===== config.mk =====
export PLATFORM = sky130hd
export DESIGN_NAME = adc_capture_wr_ctrl
export DESIGN_NICKNAME = d
export VERILOG_FILES = /design/src/rtl/adc_capture_wr_ctrl.sv
export SDC_FILE = /design/constraint.sdc
export NUM_CORES = 1
export LEC_CHECK = 0
export ABC_AREA = 0
export BUFFER_PORTS_ARGS = -buffer_cell sky130_fd_sc_hd__buf_2
export CAP_MARGIN = 5
export CELL_PAD_IN_SITES_DETAIL_PLACEMENT = 1
export CELL_PAD_IN_SITES_GLOBAL_PLACEMENT = 1
export CORE_UTILIZATION = 45
export CTS_BUF_LIST = sky130_fd_sc_hd__clkbuf_4 sky130_fd_sc_hd__clkbuf_8 sky130_fd_sc_hd__clkbuf_16
export DETAILED_ROUTE_END_ITERATION = 8
export PLACE_DENSITY = 0.95
export SYNTH_ARGS = -nofsm -noshare
export SYNTH_HDL_FRONTEND = slang
export SYNTH_SLANG_ARGS = --single-unit
export TNS_END_PERCENT = 50

===== constraint.sdc =====
create_clock -name clk -period 5.6 [get_ports clk]
set_input_delay 1.12 -clock clk [delete_from_list [all_inputs] [get_ports clk]]
set_output_delay 1.12 -clock clk [all_outputs]
set_load 0.01 [all_outputs]

===== src/rtl/adc_capture_wr_ctrl.sv =====
`timescale 1ns/1ps
// adc_capture_wr_ctrl
// Write side of the ADC capture memory. A capture fills the buffer with
// 2**ADDR_W samples at sequential addresses (ADC samples, or an internal ramp
// in self-test mode), then holds capture_done until the next capture starts.
// Re-capture via capture_again waits for the memory reader to release the
// buffer (rd_busy low).
//
// Optional build macro ADC_CAPTURE_PARITY_EN: widens mem_wdata by one bit
// carrying the even parity of the written sample.
//
// state   | meaning
// --------+-----------------------------------------------------------------
// IDLE    | after reset, waiting for capture_start
// WRITE   | accepting samples and issuing memory writes
// DONE    | buffer full; waiting for capture_start or a released capture_again

module adc_capture_wr_ctrl #(
   parameter int DATA_W = 18,
   parameter int ADDR_W = 12
) (
   input  logic              clk,
   input  logic              rst,
   input  logic              capture_start,
   input  logic              capture_again,
   input  logic              self_test_mode,
   input  logic              rd_busy,
   input  logic [DATA_W-1:0] adc_data,
   input  logic              adc_valid,
   output logic              mem_wen,
   output logic [ADDR_W-1:0] mem_waddr,
`ifdef ADC_CAPTURE_PARITY_EN
   output logic [DATA_W:0]   mem_wdata,
`else
   output logic [DATA_W-1:0] mem_wdata,
`endif
   output logic              capture_busy,
   output logic              capture_done,
   output logic [ADDR_W:0]   wr_count,
   output logic              again_lost
);

   typedef enum logic [1:0] {
      ST_IDLE  = 2'd0,
      ST_WRITE = 2'd1,
      ST_DONE  = 2'd2
   } state_t;

   localparam logic [ADDR_W:0]   CNT_ONE  = {{ADDR_W{1'b0}}, 1'b1};
   localparam logic [DATA_W-1:0] RAMP_ONE = {{(DATA_W-1){1'b0}}, 1'b1};

   state_t state;
   state_t state_nx;

   // Accepted-sample counter. Its low bits are the write pointer; the MSB
   // says every address has been claimed, so no further samples are taken
   // while the final write drains.
   logic [ADDR_W:0]   acc_cnt;
   logic [DATA_W-1:0] ramp;
   logic              again_pend;

   logic              restart;
   logic              accept;
   logic              last_wr;
   logic [DATA_W-1:0] sample;

   assign accept  = (state == ST_WRITE) && !acc_cnt[ADDR_W] &&
                    (self_test_mode || adc_valid);
   assign sample  = self_test_mode ? ramp : adc_data;
   assign last_wr = mem_wen && (mem_waddr == {ADDR_W{1'b1}});

   // Next-state decode; a restart from IDLE or DONE always lands in WRITE.
   always_comb begin
      state_nx = state;
      restart  = 1'b0;
      case (state)
         ST_IDLE: begin
            if (capture_start) restart = 1'b1;
         end
         ST_WRITE: begin
            if (last_wr) state_nx = ST_DONE;
         end
         ST_DONE: begin
            if (capture_start || ((capture_again || again_pend) && !rd_busy))
               restart = 1'b1;
         end
         default: state_nx = ST_IDLE;
      endcase
      if (restart) state_nx = ST_WRITE;
   end

   // State register with registered status flags derived from the next state.
   always_ff @(posedge clk or posedge rst) begin
      if (rst) begin
         state        <= ST_IDLE;
         capture_busy <= 1'b0;
         capture_done <= 1'b0;
      end else begin
         state        <= state_nx;
         capture_busy <= (state_nx == ST_WRITE);
         capture_done <= (state_nx == ST_DONE);
      end
   end

   // Sample acceptance: pointer and ramp advance, write is issued next cycle.
   always_ff @(posedge clk or posedge rst) begin
      if (rst) begin
         acc_cnt   <= '0;
         ramp      <= '0;
         mem_wen   <= 1'b0;
         mem_waddr <= '0;
         mem_wdata <= '0;
      end else begin
         mem_wen <= accept;
         if (restart) begin
            acc_cnt <= '0;
            ramp    <= '0;
         end else if (accept) begin
            acc_cnt   <= acc_cnt + CNT_ONE;
            ramp      <= ramp + RAMP_ONE;
            mem_waddr <= acc_cnt[ADDR_W-1:0];
`ifdef ADC_CAPTURE_PARITY_EN
            mem_wdata <= {^sample, sample};
`else
            mem_wdata <= sample;
`endif
         end
      end
   end

   // Completed-write count, advanced once per issued write.
   always_ff @(posedge clk or posedge rst) begin
      if (rst) begin
         wr_count <= '0;
      end else if (restart) begin
         wr_count <= '0;
      end else if (mem_wen) begin
         wr_count <= wr_count + CNT_ONE;
      end
   end

   // Re-capture bookkeeping: pending request while the reader holds the
   // buffer, and a sticky flag for requests that arrived too early.
   always_ff @(posedge clk or posedge rst) begin
      if (rst) begin
         again_pend <= 1'b0;
         again_lost <= 1'b0;
      end else if (restart) begin
         again_pend <= 1'b0;
         again_lost <= 1'b0;
      end else begin
         if (capture_again && (state == ST_DONE) && rd_busy) again_pend <= 1'b1;
         if (capture_again && (state != ST_DONE)) again_lost <= 1'b1;
      end
   end

endmodule


Word-level counts from Yosys, hierarchy flattened
Cells that the tools add are included.
- flip-flop bits (word level): 81
- output and inout port bits: 47
- input bits: 25
- logic and storage cells: 57
- muxes and demuxes: 17
- $add $sub $neg: 3
- equality and inequality tests: 6
- reductions and logical operators: 19
- bitwise operators: 1
- operator list (cell ; count):
    18-bit 2-to-1 mux ; 3
    13-bit 2-to-1 mux ; 4
    13-bit by 1-bit adder with 13-bit output, second input constant ; 2
    18-bit by 1-bit adder with 18-bit output, second input constant ; 1
    12-bit == test, second input constant ; 1
    2-bit nonzero test ; 4
    1-bit logical AND ; 7
    1-bit 2-to-1 mux ; 6
    2-bit by 1-bit == test with 1-bit output, second input constant ; 2
    2-bit == test, second input constant ; 2
    2-bit 2-to-1 mux ; 2
    2-bit one-hot mux with 2 select lines ; 1
    1-bit logical OR ; 3
    1-bit zero test ; 2
    2-bit zero test ; 1
    2-bit != test, second input constant ; 1
    1-bit one-hot mux with 2 select lines ; 1
    2-bit AND reduction ; 1
    2-bit OR reduction ; 1
    1-bit NOT ; 1

Logic depth before layout (Yosys ltp)
Gate-level depths: netlist of the first run.
- word-level depth: 7
- gate-level depth with buffers: 6
- gate-level depth less buffers: 5

Least setup slack after synthesis of the first run
Ideal clock, no wire load.
- path type: in2reg
- start point: input port rd_busy
- end point: register acc_cnt[2]
- data required time: 5468 ps
- setup time: 132 ps
- arrival: 2291 ps
- setup slack: 3177 ps
- stages on the path: 6
- path buffers: 2
- cells stage by stage: or2b_1 o21ba_2 clkbuf_1 nor2_1 clkbuf_1 nor2_1
- cells in the longest elaborated chain, start to end: 6
- elaborated cells on any way between the ends: 7
- classes of those cells: 3 x mux; 4 x reduce/logical
- RTL lines (item ; line ; text):
    from (decl) ; 27 ; input logic rd_busy,
    1-bit zero test (*) ; 84 ; if (capture_start || ((capture_again || again_pend) && !rd_busy))
    1-bit logical AND (*) ; 84 ;
    1-bit logical OR (*) ; 84 ;
    1-bit 2-to-1 mux (*) ; 84 ;
    1-bit one-hot mux with 2 select lines (*) ; 76 ; case (state)
    13-bit 2-to-1 mux / 2-bit nonzero test (equally long branches) ; -- ;
    to (signal assigned) ; 119 ; acc_cnt <= acc_cnt + CNT_ONE;
    to (decl) ; 58 ; logic [ADDR_W:0] acc_cnt;
Every way passes the cells marked *; elsewhere a longest branch is shown, timed or not.
A chain may end at the register's enable or synchronous reset.

Worst setup path in the final report of the first run
- start point: input port self_test_mode
- end point: register ramp[13]
- cells in the longest elaborated chain, start to end: 3
- RTL lines (item ; line ; text):
    from (decl) ; 26 ; input logic self_test_mode,
    1-bit logical OR ; 68 ; (self_test_mode || adc_valid);
    1-bit logical AND ; 67 ; assign accept = (state == ST_WRITE) && !acc_cnt[ADDR_W] &&
    2-bit nonzero test (no source line) ; -- ;
    to (signal assigned) ; 120 ; ramp <= ramp + RAMP_ONE;
    to (decl) ; 59 ; logic [DATA_W-1:0] ramp;
No other way between the ends.

==> metrics, run 1 <==
Detailed Place HPWL=6530 µm; via-per-instance ratio=roughly 5.6; Mapped Cells=between 300 and 400; CTS Buf Count=9; Final ANT Viol Nets=0; first-pass GRT wire length=16,400 µm; dpl ws=2.38 ns; Rows=32; via count=3,128; ys flop type=dfrtp_1; Int Pwr=1.08 mW; initial antenna violation count=0; crit path cell chain=buf_2 -> nor2_1 -> or3_1 -> or4_1 -> a21oi_1; Worst Hold Class=register to register; Slowest-stage cell, CP=or3_1; Die Ht=a little over 90 µm; total net switching power=543 µW; Pre-antenna DRT Iters=4; PwrDens=367 nW/µm²; critical path arrival=approximately 3.2 ns; Sink Count=81; maximum VDD drop=158 µV; max_cap viols=0; Die X=93.3 µm; post-cts gate resize count=0; clock latency on the worst-skew pair=between 0.3 and 0.4 ns; area of the core=7890 µm²; asr flop ratio synth=between 90% and 100%; Area Overhead vs Synth=17.8%; count of final setup violators=0; FMAX=350 MHz; total grt overflow=0; Max Fanout on Critical Path=22; filler instances=925; routability cong.=0.797; Final Cycle Share=51.0%; Initial Util=a little under half; Clock Path Buffers=2; diode count=0; clock share of power=30.1%; pin count of the biggest net entering global routing=82; clock slew at reported path FFs=0.09 ns; outcome=complete, no violations; Tot Pwr=1.62 mW; Port Buffers=roughly 70; DR iter-0 viols=148; Pins Over Slew Limit=0; startpoint types=input pin; DRC viols=0; Fin Clk Skew=0.0153 ns; Seq pwr share=49.4%; Root Buffer=clkbuf_8; number of library cell types mapped by synthesis=38; area of the multi-input gates=1640 µm²; Crit. End Element=register; register area share after synthesis=54.0%; Worst Setup Slack, final=2.74 ns; worst slew pin tran=between 1 and 1.5 ns; sw frac=between 30% and 40%; Post-CTS Setup Bufs=0; Mapped Avg Cell Area=approximately 9.9 µm²; DIE AREA=8710 µm²; io pins=72; Crit Path Class=input pin to register; number of global-route vias before repair=roughly 3,300; Ys Warns=0; RSZ-0062 raised after global routing=no; mapped cell area=3750 µm²; Largest stage delay, worst path=0.57 ns; Post-CTS Hold Buffers=0; register bit total from synthesis=81; Post-synth EDFFs=0; H-tree depth=3; FF+latch area=between 2000 and 2500 µm²; max_slew headroom=29.7%; Fin Setup TNS=0 ns; Combinational Power Share=20.6%; clock tree from TritonCTS=yes; drt wl/cell=17.7 µm; Final Hold Fails=0; Period minus WS final=between 2 and 3 ns; GRT Util Overall=24.6%; share of layout cells above drive strength 1=21.4%; Synth Net Count=408; nets=approximately 480; Detailed Route WL=9850 µm; LEAKAGE=~2.1 nW; Req. time, crit path=5.89 ns
==> final cells by class <==
cell class / instances / area share, %
Timing Repair Buffer: 74 / 8.55
Inverter: 5 / 0.453
Sequential cell: 81 / 45.8
Multi-Input combinational cell: 278 / 37.2
Tap cell: 102 / 2.89
Clock inverter: 7 / 2.29
Clock buffer: 9 / 2.80
==> cell usage in the layout (no fill, tap or decap), types with 3 or more instances in the layout <==
| cell type | n |
|---|---|
| and4_1 | 5 |
| clkbuf_8 | 9 |
| nand2_1 | 72 |
| nor2_1 | 35 |
| o31ai_1 | 6 |
| a21oi_1 | 12 |
| ha_1 | 3 |
| buf_4 | 3 |
| mux2i_1 | 22 |
| xor2_1 | 15 |
| or3_1 | 6 |
| nand4_1 | 12 |
| nor4_1 | 5 |
| or4_1 | 6 |
| and3_1 | 4 |
| dfrtp_1 | 81 |
| xnor2_1 | 11 |
| nand3_1 | 13 |
| inv_1 | 4 |
| o21ai_0 | 29 |
| buf_2 | 71 |
==> registers in the layout, summed over array words and instances (netlist names) <==
name and cells:
ramp 18, capture_done 1, again_pend 1, again_lost 1
capture_busy 1, mem_wen 1, mem_waddr 12, acc_cnt 13
state 2, mem_wdata 18, wr_count 13
==> critical path: cells and delay by family <==
| kind | cells | cell delay (ns) |
|---|---|---|
| AOI/OAI and AO/OA | 1 | 0.15 |
| and+or+nand+nor | 3 | 1.37 |
| buffers and inverters | 1 | 0.50 |
==> per-stage QoR <==
| step | hold slack (ns) | util (%) | area, µm² | cells |
|---|---|---|---|---|
| after floorplan | 0.470 | - | 3750 | 380 |
| after global placement | 0.456 | 53.2 | 4200 | 540 |
| after detailed placement | 0.467 | 53.2 | 4200 | 540 |
| after CTS | 0.487 | 56.1 | 4420 | 556 |
| after global routing | 0.509 | 56.1 | 4420 | 556 |
| final | 0.479 | 56.1 | 4420 | 556 |
==> metal layers <==
| metal | vias up | part of all wire, % | GRT usage (%) |
|---|---|---|---|
| met3 | 17 | 3.7 | 3.82 |
| li1 | 1459 | - | - |
| met1 | 1589 | 43 | 30.0 |
| met2 | 63 | 51 | 43.1 |
| met5 | - | 0 | 0 |
| met4 | 0 | 2.2 | 10.9 |
==> kinds of logic (layout without fill, tap and decap cells) <==
group | after synthesis | count (layout) | synth area share (%)
buf+inv | 21 | 95 | 2.27
fa+ha+maj | 3 | 3 | 1.00
simple gates | 172 | 172 | 22.3
flops | 81 | 81 | 54.0
compound gates | 55 | 55 | 8.47
xor+xnor | 26 | 26 | 6.07
mux | 22 | 22 | 5.87
==> synthesized netlist by cell type, types with 2 or more instances <==
library cell  number  share of area, %
nand4_1           12               2.0
o211a_1            2              0.53
mux2i_1           22               5.9
nor4_1             5              0.83
clkbuf_1          11               1.1
and3_1             4              0.67
o31ai_1            6               1.2
nor4b_1            2              0.47
or3_1              6               1.0
buf_1              2              0.20
buf_2              2              0.27
nor2_1            36               3.6
xnor2_1           11               2.6
nor3_1             2              0.27
nor2b_1            2              0.33
nand3_1           13               1.7
ha_1               3               1.0
and4_1             5               1.2
a21oi_1           12               1.6
xor2_1            15               3.5
or4_1              6               1.2
inv_1              5              0.50
nand2_1           72               7.2
o22ai_1            2              0.33
o21ai_0           29               3.9
dfrtp_1           81                54
==> final timing paths <==
| kind | endpoint | cells after the start | slack (ns) | start |
|---|---|---|---|---|
| max reg2reg | ramp[16] | 4 | 3.27 | state[0] |
| min | mem_wdata[11] | 2 | 0.48 | mem_wdata[11] |
| max in group asynchronous | mem_wdata[1] | 3 | 3.83 | rst |
| max | ramp[13] | 5 | 2.74 | self_test_mode |
| min reg2reg | mem_wdata[11] | 2 | 0.48 | mem_wdata[11] |
| min in group asynchronous | wr_count[9] | 3 | 1.03 | rst |
==> power by group through the flow <==
| stage | sequential, mW | combinational [mW] | clock (mW) |
|---|---|---|---|
| finish | 0.802 | 0.334 | 0.488 |
| global route | 0.820 | 0.382 | 0.516 |
| CTS | 0.801 | 0.340 | 0.494 |
| detailed placement | 0.811 | 0.333 | 0 |
| global placement | 0.803 | 0.312 | 0 |
| floorplan | 0.814 | 0.181 | 0 |
(Power assumes the default switching activity.)
==> inputs of run 2 (changes only) <==
Settings changed: CORE_UTILIZATION 45 to 38, PLACE_DENSITY 0.95 to 0.86.
Clock period 5.6 ns to 2.52 ns, I/O delays scaled along.
==> metrics, run 2 (same netlist as run 1, synthesis figures left out) <==
outcome=complete, no violations; worst slew pin tran=0.610 ns (-0.444 ns); crit path cell chain=or3b_4 -> or3_4 -> or4_1 -> a21oi_1; Worst Setup Slack, final=0.399 ns (-2.34 ns); total grt overflow=0 (unchanged); critical path arrival=2.42 ns (-0.73 ns); Root Buffer=clkbuf_8; Port Buffers=71 (unchanged); worst hold slack=0.195 ns (-0.284 ns); pin count of the biggest net entering global routing=37 (-55%); Largest stage delay, worst path=0.55 ns (-0.02 ns); Sink Count=81 (unchanged); diode count=0 (unchanged); Die X=101 µm (+8.6%); r2r endpoint=acc_cnt[11]; number of global-route vias before repair=3,233 (-2.1%); via-per-instance ratio=5.24 (-6.8%); io pins=72 (unchanged); Pre-antenna DRT Iters=4 (unchanged); Req. time, crit path=2.82 ns (-3.07 ns); FF+latch area=2030 µm² (unchanged); Final ANT Viol Nets=0 (unchanged); Final Cycle Share=84.2%; DRC viols=0 (unchanged); drt wl/cell=16.1 µm (-8.9%); via count=3,088 (-1.3%); Rows=35 (+9.4%); share of layout cells above drive strength 1=22.4% (+1.0 points); Fin Setup TNS=0 ns (unchanged); PwrDens=792 nW/µm² (+120%); Pins Over Slew Limit=0 (unchanged); Area Overhead vs Synth=19.9%; Die Ht=101 µm (+8.6%); Worst Hold Class=input pin to asynchronous set/reset pin; post-cts gate resize count=0 (unchanged); LEAKAGE=2.17 nW (+1.5%); initial antenna violation count=0 (unchanged); FMAX=471 MHz; Fin Clk Skew=0.0128 ns (-0.00247 ns); RR Startpoint=state[0]; clock tree from TritonCTS=yes; dpl ws=0.407 ns (-1.97 ns); RSZ-0062 raised after global routing=no; clock slew at reported path FFs=0.09 ns (about the same); Final Hold Fails=0 (unchanged); H-tree depth=3 (unchanged); count of final setup violators=0 (unchanged); maximum VDD drop=317 µV (+100%); Crit. End Element=register; Period minus WS final=between 2 and 2.5 ns; Clock Path Buffers=2 (unchanged); max_cap viols=0 (unchanged); filler instances=1,138 (+23%); flop-to-flop setup slack=0.40 ns (-2.87 ns); commonest non-fill, non-tap cell in the layout=dfrtp_1; startpoint types=register; first-pass GRT wire length=15,900 µm (-3.0%); Largest regs=mem_wdata (18), ramp (18); DIE AREA=10,300 µm² (+18%); Worst R2R Path Depth=4 (unchanged); GRT Util Overall=20.2% (-4.4 points); area of the multi-input gates=1640 µm² (unchanged); most frequent cells in the layout=dfrtp_1, nand2_1, buf_2; Crit Path Class=register to register; clock latency on the worst-skew pair=0.36 ns (about the same); DR iter-0 viols=97 (-34%); Post-CTS Hold Buffers=0 (unchanged); Slowest-stage cell, CP=dfrtp_1; Core Util, Final=47.8% (-8.2 points); Post-CTS Setup Bufs=0 (unchanged); nets=483 (+1.3%); Tot Pwr=3.57 mW (+120%); Max Fanout on Critical Path=12 (-45%); routability cong.=0.829 (+4.0%); max_slew headroom=58.9% (+29 points); Detailed Place HPWL=6890 µm (+5.5%); Detailed Route WL=9510 µm (-3.5%); CTS Buf Count=9 (unchanged); Initial Util=39.9% (-7.7 points); area of the core=9420 µm² (+19%)
-- run 2: cell types whose count changed in the layout (fill, tap and decap cells not counted) --
| cell | change |
|---|---|
| buf_4 | +5 |
| clkinvlp_4 | -1 |
| clkinv_2 | -1 |
| clkinv_4 | +1 |
| inv_6 | +1 |
| clkbuf_8 | +1 |
| buf_12 | +1 |
| bufinv_16 | -1 |
-- run 2: worst max path at each step --
| stage | startpoint | end | slack (ns) | cells after the start |
|---|---|---|---|---|
| after floorplan | state[1] | acc_cnt[11] | 0.61 | 4 |
| after global placement | state[0] | acc_cnt[11] | 0.46 | 4 |
| after detailed placement | state[0] | acc_cnt[11] | 0.41 | 4 |
| after CTS | state[0] | acc_cnt[11] | 0.39 | 4 |
| after global routing | state[0] | ramp[11] | 0.23 | 4 |
| final | state[0] | acc_cnt[11] | 0.40 | 4 |
-- run 2: per-stage QoR --
step,cells,instance area (µm²)
after floorplan,380,3760
after global placement,573,4290
after detailed placement,573,4290
after CTS,589,4500
after global routing,589,4500
final,589,4500
-- run 2: layout make-up --
class / instances / share of cell area [%]
tap: 129 / 3.59
multi-input combinational: 278 / 36.5
clock buffer: 10 / 3.06
timing repair buffer: 80 / 9.67
clock inverter: 6 / 1.64
sequential: 81 / 45.0
inverter: 5 / 0.500
-- run 2: metal layers --
metal	track usage (%)	vias to the layer above	routed length (µm)
met5	0	-	0
met4	7.69	0	144
met3	4.42	14	296
met2	33.5	64	4630
met1	25.8	1540	4440
li1	-	1470	-
-- run 2: power breakdown --
part / internal, mW / switching, mW / total [mW] / leakage (nW)
clock network: 0.499 / 0.526 / 1.02 / 0.108
logic: 0.320 / 0.433 / 0.753 / 1.02
registers: 1.53 / 0.263 / 1.79 / 1.05
total: 2.34 / 1.22 / 3.57 / 2.17
-- run 2: worst max-delay path: cells and delay by family, from the launching register on --
kind             cells  cell delay (ns)
AND/OR/NAND/NOR      3             1.36
AO/OA/AOI/OAI        1             0.15
flip-flops           1             0.55
